### config.mk
export PLATFORM = sky130hd
export DESIGN_NAME = pio_ahb2apb
export DESIGN_NICKNAME = d
export VERILOG_FILES = /design/src/rtl/pio_ahb2apb_pkg.sv /design/src/rtl/pio_ahb2apb.sv
export SDC_FILE = /design/constraint.sdc
export NUM_CORES = 1
export LEC_CHECK = 0
export ABC_AREA = 1
export CORE_UTILIZATION = 35
export DETAILED_ROUTE_END_ITERATION = 7
export HOLD_SLACK_MARGIN = 0.02
export PLACE_DENSITY_LB_ADDON = 0.2
export SKIP_CTS_REPAIR_TIMING = 1
export SLEW_MARGIN = 40
export SYNTH_ARGS = -nofsm -noshare
export SYNTH_HDL_FRONTEND = slang
export SYNTH_SLANG_ARGS = --single-unit
export TNS_END_PERCENT = 30
### constraint.sdc
create_clock -name clk -period 1.4 [get_ports clk]
set_clock_uncertainty 0.2 [all_clocks]
set_input_delay 0.28 -clock clk [delete_from_list [all_inputs] [get_ports clk]]
set_output_delay 0.28 -clock clk [all_outputs]
set_load 0.02 [all_outputs]
### src/rtl/pio_ahb2apb_pkg.sv
// Shared types for the AHB-Lite to APB bridge: FSM states, AHB encodings, strobe helpers.
// Latency: n/a (package).
// Backpressure: n/a (package).
package pio_ahb2apb_pkg;

    typedef enum logic [2:0] {
        IDLE,
        WLATCH,
        SETUP,
        ACCESS,
        DONE,
        ERR1,
        ERR2
    } state_t;

    localparam logic [1:0] HTRANS_IDLE   = 2'b00;
    localparam logic [1:0] HTRANS_BUSY   = 2'b01;
    localparam logic [1:0] HTRANS_NONSEQ = 2'b10;
    localparam logic [1:0] HTRANS_SEQ    = 2'b11;

    localparam logic [2:0] HSIZE_BYTE = 3'd0;
    localparam logic [2:0] HSIZE_HALF = 3'd1;
    localparam logic [2:0] HSIZE_WORD = 3'd2;

    function automatic logic [3:0] strb_gen(input logic [2:0] size, input logic [1:0] addr_lo);
        case (size)
            HSIZE_BYTE: return 4'b0001 << addr_lo;
            HSIZE_HALF: return 4'b0011 << {addr_lo[1], 1'b0};
            HSIZE_WORD: return 4'b1111;
            default:    return 4'b0000;
        endcase
    endfunction

    // Only naturally aligned byte/half/word transfers may reach APB.
    function automatic logic size_ok(input logic [2:0] size, input logic [1:0] addr_lo);
        case (size)
            HSIZE_BYTE: return 1'b1;
            HSIZE_HALF: return ~addr_lo[0];
            HSIZE_WORD: return (addr_lo == 2'b00);
            default:    return 1'b0;
        endcase
    endfunction

endpackage

### src/rtl/pio_ahb2apb.sv
// AHB-Lite slave to APB master bridge, one outstanding transfer; PIO_AHB2APB_TIMEOUT_EN adds an ACCESS watchdog.
// Latency: read 3 / write 4 data-phase cycles plus one per PREADY-low cycle; bad size/alignment 2-cycle ERROR.
// Backpressure: HREADYOUT low from accept until DONE/ERR2; PREADY low stretches ACCESS.
module pio_ahb2apb
    import pio_ahb2apb_pkg::*;
#(
    parameter int AW             = 12,
    parameter int TIMEOUT_CYCLES = 256
) (
    input  logic          clk,
    input  logic          resetn,
    input  logic          HSEL,
    input  logic [31:0]   HADDR,
    input  logic [1:0]    HTRANS,
    input  logic          HWRITE,
    input  logic [2:0]    HSIZE,
    input  logic [3:0]    HPROT,
    input  logic [31:0]   HWDATA,
    input  logic          HREADY,
    output logic          HREADYOUT,
    output logic          HRESP,
    output logic [31:0]   HRDATA,
    output logic [AW-1:0] PADDR,
    output logic          PSEL,
    output logic          PENABLE,
    output logic          PWRITE,
    output logic [3:0]    PSTRB,
    output logic [2:0]    PPROT,
    output logic [31:0]   PWDATA,
    output logic          APBACTIVE,
    input  logic [31:0]   PRDATA,
    input  logic          PREADY,
    input  logic          PSLVERR
);

    state_t state, next_state;
    logic   trans_vld;
    logic   accept;
    logic   load;
    logic   timeout;

    always_comb begin
        trans_vld = 1'b0;
        case (HTRANS)
            HTRANS_IDLE, HTRANS_BUSY: trans_vld = 1'b0;
            HTRANS_NONSEQ, HTRANS_SEQ: trans_vld = 1'b1;
            default: trans_vld = 1'b0;
        endcase
    end

    assign accept = HSEL & HREADY & trans_vld;
    // A new address phase is only sampled while the bridge is presenting HREADYOUT high.
    assign load   = accept & ((state == IDLE) | (state == DONE) | (state == ERR2));

`ifdef PIO_AHB2APB_TIMEOUT_EN
    localparam int CW = $clog2(TIMEOUT_CYCLES) + 1;
    logic [CW-1:0] tcnt;

    always_ff @(posedge clk or negedge resetn) begin
        if (!resetn) begin
            tcnt <= '0;
        end else if (state == SETUP) begin
            tcnt <= '0;
        end else if (state == ACCESS) begin
            tcnt <= tcnt + CW'(1);
        end
    end

    assign timeout = (state == ACCESS) & ~PREADY & (tcnt == CW'(TIMEOUT_CYCLES - 1));
`else
    logic unused_timeout;
    assign unused_timeout = (TIMEOUT_CYCLES == 0);
    assign timeout        = 1'b0;
`endif

    always_ff @(posedge clk or negedge resetn) begin
        if (!resetn) begin
            state <= IDLE;
        end else begin
            state <= next_state;
        end
    end

    always_comb begin
        next_state = state;
        case (state)
            IDLE, DONE, ERR2: begin
                next_state = IDLE;
                if (load) begin
                    if (!size_ok(HSIZE, HADDR[1:0])) begin
                        next_state = ERR1;
                    end else if (HWRITE) begin
                        next_state = WLATCH;
                    end else begin
                        next_state = SETUP;
                    end
                end
            end
            WLATCH: next_state = SETUP;
            SETUP:  next_state = ACCESS;
            ACCESS: begin
                if (PREADY) begin
                    next_state = PSLVERR ? ERR1 : DONE;
                end else if (timeout) begin
                    next_state = ERR1;
                end
            end
            ERR1:    next_state = ERR2;
            default: next_state = IDLE;
        endcase
    end

    always_comb begin
        HREADYOUT = 1'b1;
        HRESP     = 1'b0;
        PSEL      = 1'b0;
        PENABLE   = 1'b0;
        APBACTIVE = 1'b0;
        case (state)
            WLATCH: begin
                HREADYOUT = 1'b0;
                APBACTIVE = 1'b1;
            end
            SETUP: begin
                HREADYOUT = 1'b0;
                PSEL      = 1'b1;
                APBACTIVE = 1'b1;
            end
            ACCESS: begin
                HREADYOUT = 1'b0;
                PSEL      = 1'b1;
                PENABLE   = 1'b1;
                APBACTIVE = 1'b1;
            end
            DONE: APBACTIVE = 1'b1;
            ERR1: begin
                HREADYOUT = 1'b0;
                HRESP     = 1'b1;
            end
            ERR2: HRESP = 1'b1;
            default: ;
        endcase
    end

    // APB request fields are captured at accept and held until the next accept.
    always_ff @(posedge clk or negedge resetn) begin
        if (!resetn) begin
            PADDR  <= '0;
            PWRITE <= 1'b0;
            PSTRB  <= 4'b0000;
            PPROT  <= 3'b000;
            PWDATA <= '0;
            HRDATA <= '0;
        end else begin
            if (load) begin
                PADDR  <= HADDR[AW-1:0];
                PWRITE <= HWRITE;
                PSTRB  <= HWRITE ? strb_gen(HSIZE, HADDR[1:0]) : 4'b0000;
                PPROT  <= {~HPROT[0], 1'b0, HPROT[1]};
            end
            if (state == WLATCH) begin
                PWDATA <= HWDATA;
            end
            if ((state == ACCESS) && PREADY && !PSLVERR && !PWRITE) begin
                HRDATA <= PRDATA;
            end
        end
    end

    logic unused_ok;
    assign unused_ok = ^{HADDR[31:AW], HPROT[3:2]};

endmodule

==> qor.txt <==
Reg2Reg Setup Slack: -250 ps
Top cell type by total area after synthesis: dfrtp_1
Critical path class: reg2out
Final Setup Violations: 86
Most area-consuming cells after synthesis: dfrtp_1 58%, mux2_4 12%, nand2_1 9.7%
Area after DPL: 5980 um2
Top-area cell type share of the netlist area: 0.576
CP Capture Type: output port
RSZ-0062 raised after global routing: true
Tcrit/Tclk final: 1.23
Layout Nets: 707
H-tree depth: 3
Drt pass-1 iters: 4
WP data required: 920 ps
Largest net degree at the start of global routing: 55
Worst r2r dst: PWDATA[1]
Via density: 4.37
First-pass GRT wire length: 15400 um
CP bufs+invs: 2
Area grow syn2layout: 69.5%
Synthesized cell area: 3740 um2
IO Port Bufs: 176
Row count: 37
Worst setup SP type: register
CTS tree: done
Seq/Total Area, Yosys: 0.576
Total CTS buffers: 9
Final Hold Vio Count: 0
Number of remaining DRC errors: 0
WL final: 9760 um
Yosys cell types: 21
Hpwl dp: 6930 um
Die Wd: 105 um
Worst path slowest cell: dfrtp_2
Ant. Diodes: 0
FF+latch count, synth: 86
Synthesis warning total: 0
Die ar.: 11100 um2
Final min period: 1720 ps
RD Place Congestion: 0.773
Fmax: 583 MHz
Starting Density: 0.362
DR WL/cell: 13.3 um
FILL cells: 888
Gr usage total: 0.177
CTS clock-pin slew for the worst setup and hold paths: 90 ps
Antenna Nets Post-Route: 0
Design area: 6340 um2
R2r worst-path depth: 6
Cell area power density: 2260 nW/um2
Tot Pwr: 14.3 mW
Core area: 10300 um2
Mapped Cells: 348
Finished Layout Cells: 736
Slowest cell delay on critical path: 460 ps
Initial antenna violation count: 0
Setup TNS: -13870 ps
Maximum vdd ir drop: 0.00113 V
IO Count: 201
CP Max Fanout: 5
Util after Layout: 0.614
Clk_lat worst skew: 350 ps
Failing checks: setup timing
Placed instance count: 692
Path type of the worst min-delay path: in2async
Syn nets: 460
Starting DRT DRC Count: 114
Mean Syn Cell Area: 10.7 um2
Clk root buf: clkbuf_8
Leak: 3.32 nW
Die outline height: 105 um
R2R Path Start: state[2]
Run status: finished with violations
CP delay by family, top: flip-flops
Arr. time, crit path: 1240 ps
Grt ovf: 0
Vias in the first global route: 3134
Max Slew Vio Count: 0
Clock tree buffer depth: 2
Final worst slack: -315 ps
Max-cap violations: 0
Routed vias: 3217
Layout cells sized above 1: 0.413
Crit-path cells: nand2_1, inv_2, nor3_2, buf_4
Clk sinks: 86
flip-flops by register name, summed over array words and instances (netlist names):
name	cells
state	3
PADDR	12
PWRITE	1
PSTRB	4
PWDATA	32
HRDATA	32
PPROT	2
through the flow:
stage	hold slack, ps	setup slack, ps
detailed placement	4.70	-479
global placement	0.831	-441
CTS	-390	-873
global route	186	-381
floorplan	-216	-48.6
finish	168	-315
layout make-up:
class                      instances  area [um2]  share of cell area
clock buffer                      11         131              0.0207
clock inverter                     5         106              0.0168
inverter                          47         189              0.0298
multi-input combinational        202        1330               0.209
sequential                        86        2150               0.340
tap                              136         170              0.0268
timing repair buffer             249        2260               0.357
worst register-to-register path: stages (launching register included):
cell and delay (ps):
dfrtp_1 410, inv_4 70, buf_4 140, nand2_4 60, buf_6 110, buf_12 190
mux2_2 350
cells in the mapped netlist (all sizes together):
cell type	n
nor2	14
o21ai	35
nand2	100
nand4	1
a21oi	3
conb	1
dfrtp	86
nor3	1
buf	13
inv	47
mux2	32
nand3	15
cells in the final DEF (no fill, tap or decap), types with 3 or more instances in the layout:
cell type        count
buf_12               5
inv_2                3
nand2_2              7
buf_4               68
dfrtp_1             85
inv_1               41
clkbuf_8             9
bufinv_16            3
o21ai_2             16
nand3_1             13
clkbuf_2            13
clkdlybuf4s50_1     87
buf_2               23
buf_6               51
mux2_4              30
nor2_1               9
o21ai_1             19
inv_6                3
nand2_1             91
nor2_4               3
power breakdown:
group | switching [mW] | internal, mW
Combinational | 3.55 | 4.22
Clock | 0.907 | 1.19
Sequential | 0.782 | 3.66
kinds of logic (layout without fill, tap and decap cells):
family	after synthesis	count (layout)	synth area share
AOI/OAI and AO/OA	38	38	0.0669
buffers and inverters	60	312	0.0807
DFF	86	86	0.576
muxes	32	32	0.126
other	1	1	0.00100
and+or+nand+nor	131	131	0.150
metal layers:
| metal | routed length [um] | up-vias | global-route usage |
|---|---|---|---|
| li1 | - | 1582 | - |
| met1 | 4460 | 1502 | 0.224 |
| met2 | 4560 | 114 | 0.289 |
| met3 | 518 | 19 | 0.0390 |
| met4 | 221 | 0 | 0.0815 |
| met5 | 0 | - | 0 |
worst max-delay path by stage:
stage                         from         to  slack [ps]  cells after the start
after CTS                 state[1]  HREADYOUT        -870                      4
after global placement    state[1]  APBACTIVE        -440                      4
after floorplan           state[2]     PWRITE         -50                      8
final                     state[1]      HRESP        -320                      4
after detailed placement  state[1]  HREADYOUT        -480                      4
after global routing      state[1]      HRESP        -380                      4
Note: power is estimated with default switching activity, not from simulation.
==> RTL change, RTL diff (same flow settings) <==
Encoding of `state_t`: now one-hot (7 bits for 7 states).
--- a/src/rtl/pio_ahb2apb_pkg.sv
+++ b/src/rtl/pio_ahb2apb_pkg.sv
@@ -3,14 +3,14 @@
 // Backpressure: n/a (package).
 package pio_ahb2apb_pkg;
 
-    typedef enum logic [2:0] {
-        IDLE,
-        WLATCH,
-        SETUP,
-        ACCESS,
-        DONE,
-        ERR1,
-        ERR2
+    typedef enum logic [6:0] {
+        IDLE   = 7'b0000001,
+        WLATCH = 7'b0000010,
+        SETUP  = 7'b0000100,
+        ACCESS = 7'b0001000,
+        DONE   = 7'b0010000,
+        ERR1   = 7'b0100000,
+        ERR2   = 7'b1000000
     } state_t;
 
     localparam logic [1:0] HTRANS_IDLE   = 2'b00;
Function: no difference found for any inputs over 10 cycles, from zero or initial values and one cycle with resetn low; not proved beyond that.
==> RTL change against the unedited design <==
  * The run still ends with negative setup slack left
  * Sequential cell count increased by 4
  * Non-clock buffer count shrank 31
  * Via count is 3.6% higher
  * Worst setup slack got worse by 0.25 ns
  * Design area fell by 4.7%
  * Final cell count decreased by 1.1%
  * Area after synthesis decreased by 1.1%
  * Global-route usage down 0.18 points
  * Wire length fell by 0.63%
  * First-iteration DRC count grew 39%
Power is not compared: it rests on default switching activity, and its combinational part moved more than twofold at a synthesized area within 25%.
==> RTL change: results (changes against the unedited design) <==
| Metric | Value |
|---|---|
| Fin nets | 700 (-0.99%) |
| # fillers | 929 (+4.6%) |
| Per-cell routed wire length | 13.3 um (+0.47%) |
| Largest net degree at the start of global routing | 63 (+15%) |
| Final worst slack | -0.563 ns (-0.248 ns) |
| Worst hold path class | in2reg |
| Final GP Congestion | 0.837 (+8.2%) |
| M1 WL | 4.16 mm (-6.7%) |
| Drt initial violations | 158 (+39%) |
| Max stage delay on crit path | 0.57 ns (+0.11 ns) |
| Final Setup Violations | 94 (+9.3%) |
| Status | finished, violations left |
| Largest cells by area after synthesis | dfrtp_1 60%, nand2_1 16%, mux2_2 9.7% |
| Met2 Resource Use GR | 28.9% (about the same) |
| Failing checks | negative setup slack |
| Gr usage total | 17.5% (-0.18 points) |
| Worst R2R Path Depth | 11 (+5) |
| Critical-path top delay cell | dfstp_2 |
| Hold slack | 0.259 ns (+0.0906 ns) |
| Die ar. | 11000 sq um (-1.1%) |
| Most frequent cells after synthesis | 153 x nand2_1, 89 x dfrtp_1, 32 x mux2_2 |
| R2R Setup Slk | -0.53 ns (-0.28 ns) |
| Dpl ws | -0.703 ns (-0.225 ns) |
| Met3 WL | 678 um (+31%) |
| Mapped Nets | 486 (+5.7%) |
| Layout cells sized above 1 | 39.0% (-2.3 points) |
| CP arrival | 1.48 ns (+0.24 ns) |
==> RTL change: cell count changes after synthesis, sizes merged, moves of 2 or more <==
cell and change:
nand2 +58, inv -27, o21ai -21, dfrtp +3, nand3 +3, nor3 +3
clkbuf +2
==> RTL change: cells by family after synthesis <==
family | Yosys count | share of synthesized area (%)
AO/OA/AOI/OAI | 17 | 2.37
buffers and inverters | 36 | 4.84
flip-flops | 90 | 60.9
multiplexers | 32 | 9.74
other | 1 | 0.101
AND/OR/NAND/NOR | 198 | 22.0
==> RTL change: area by class of cell <==
type	instances	area [sq um]	area share, %
clock buffers	11	141	2.34
clock inverters	4	98.8	1.64
inverters	21	91.3	1.51
multi-input cells	248	1420	23.5
flip-flops and latches	90	2250	37.3
well taps	136	170	2.82
repair buffers	218	1860	30.9
==> RTL change: stage by stage <==
stage                     std cells  area (sq um)  setup TNS [ns]
final                           728          6040          -40.32
after CTS                       718          6060          -78.41
after floorplan                 374          3720          -13.69
after detailed placement        703          5820          -42.52
after global routing            728          6040          -50.13
after global placement          703          5820          -37.46
==> RTL change: power by group <==
part	total, uW	internal [uW]	leakage, uW	switching, uW
logic	2160	944	0.00186	1210
clock network	2120	1230	0.000120	887
registers	3240	3020	0.00116	225
==> RTL change: worst reg2reg max path: cells and delay by family (launching register included) <==
| family | cells | cell delay [ns] |
|---|---|---|
| AND/OR/NAND/NOR | 7 | 0.76 |
| flip-flops | 1 | 0.43 |
| buffers and inverters | 4 | 0.49 |
==> RTL change: worst paths after layout <==
check,startpoint,to
max reg2reg,state[2],HRDATA[16]
max in group asynchronous,resetn,state[0]
min reg2reg,HRDATA[17],HRDATA[17]
min in group asynchronous,resetn,PADDR[5]
min,PRDATA[8],HRDATA[8]
max,state[0],APBACTIVE
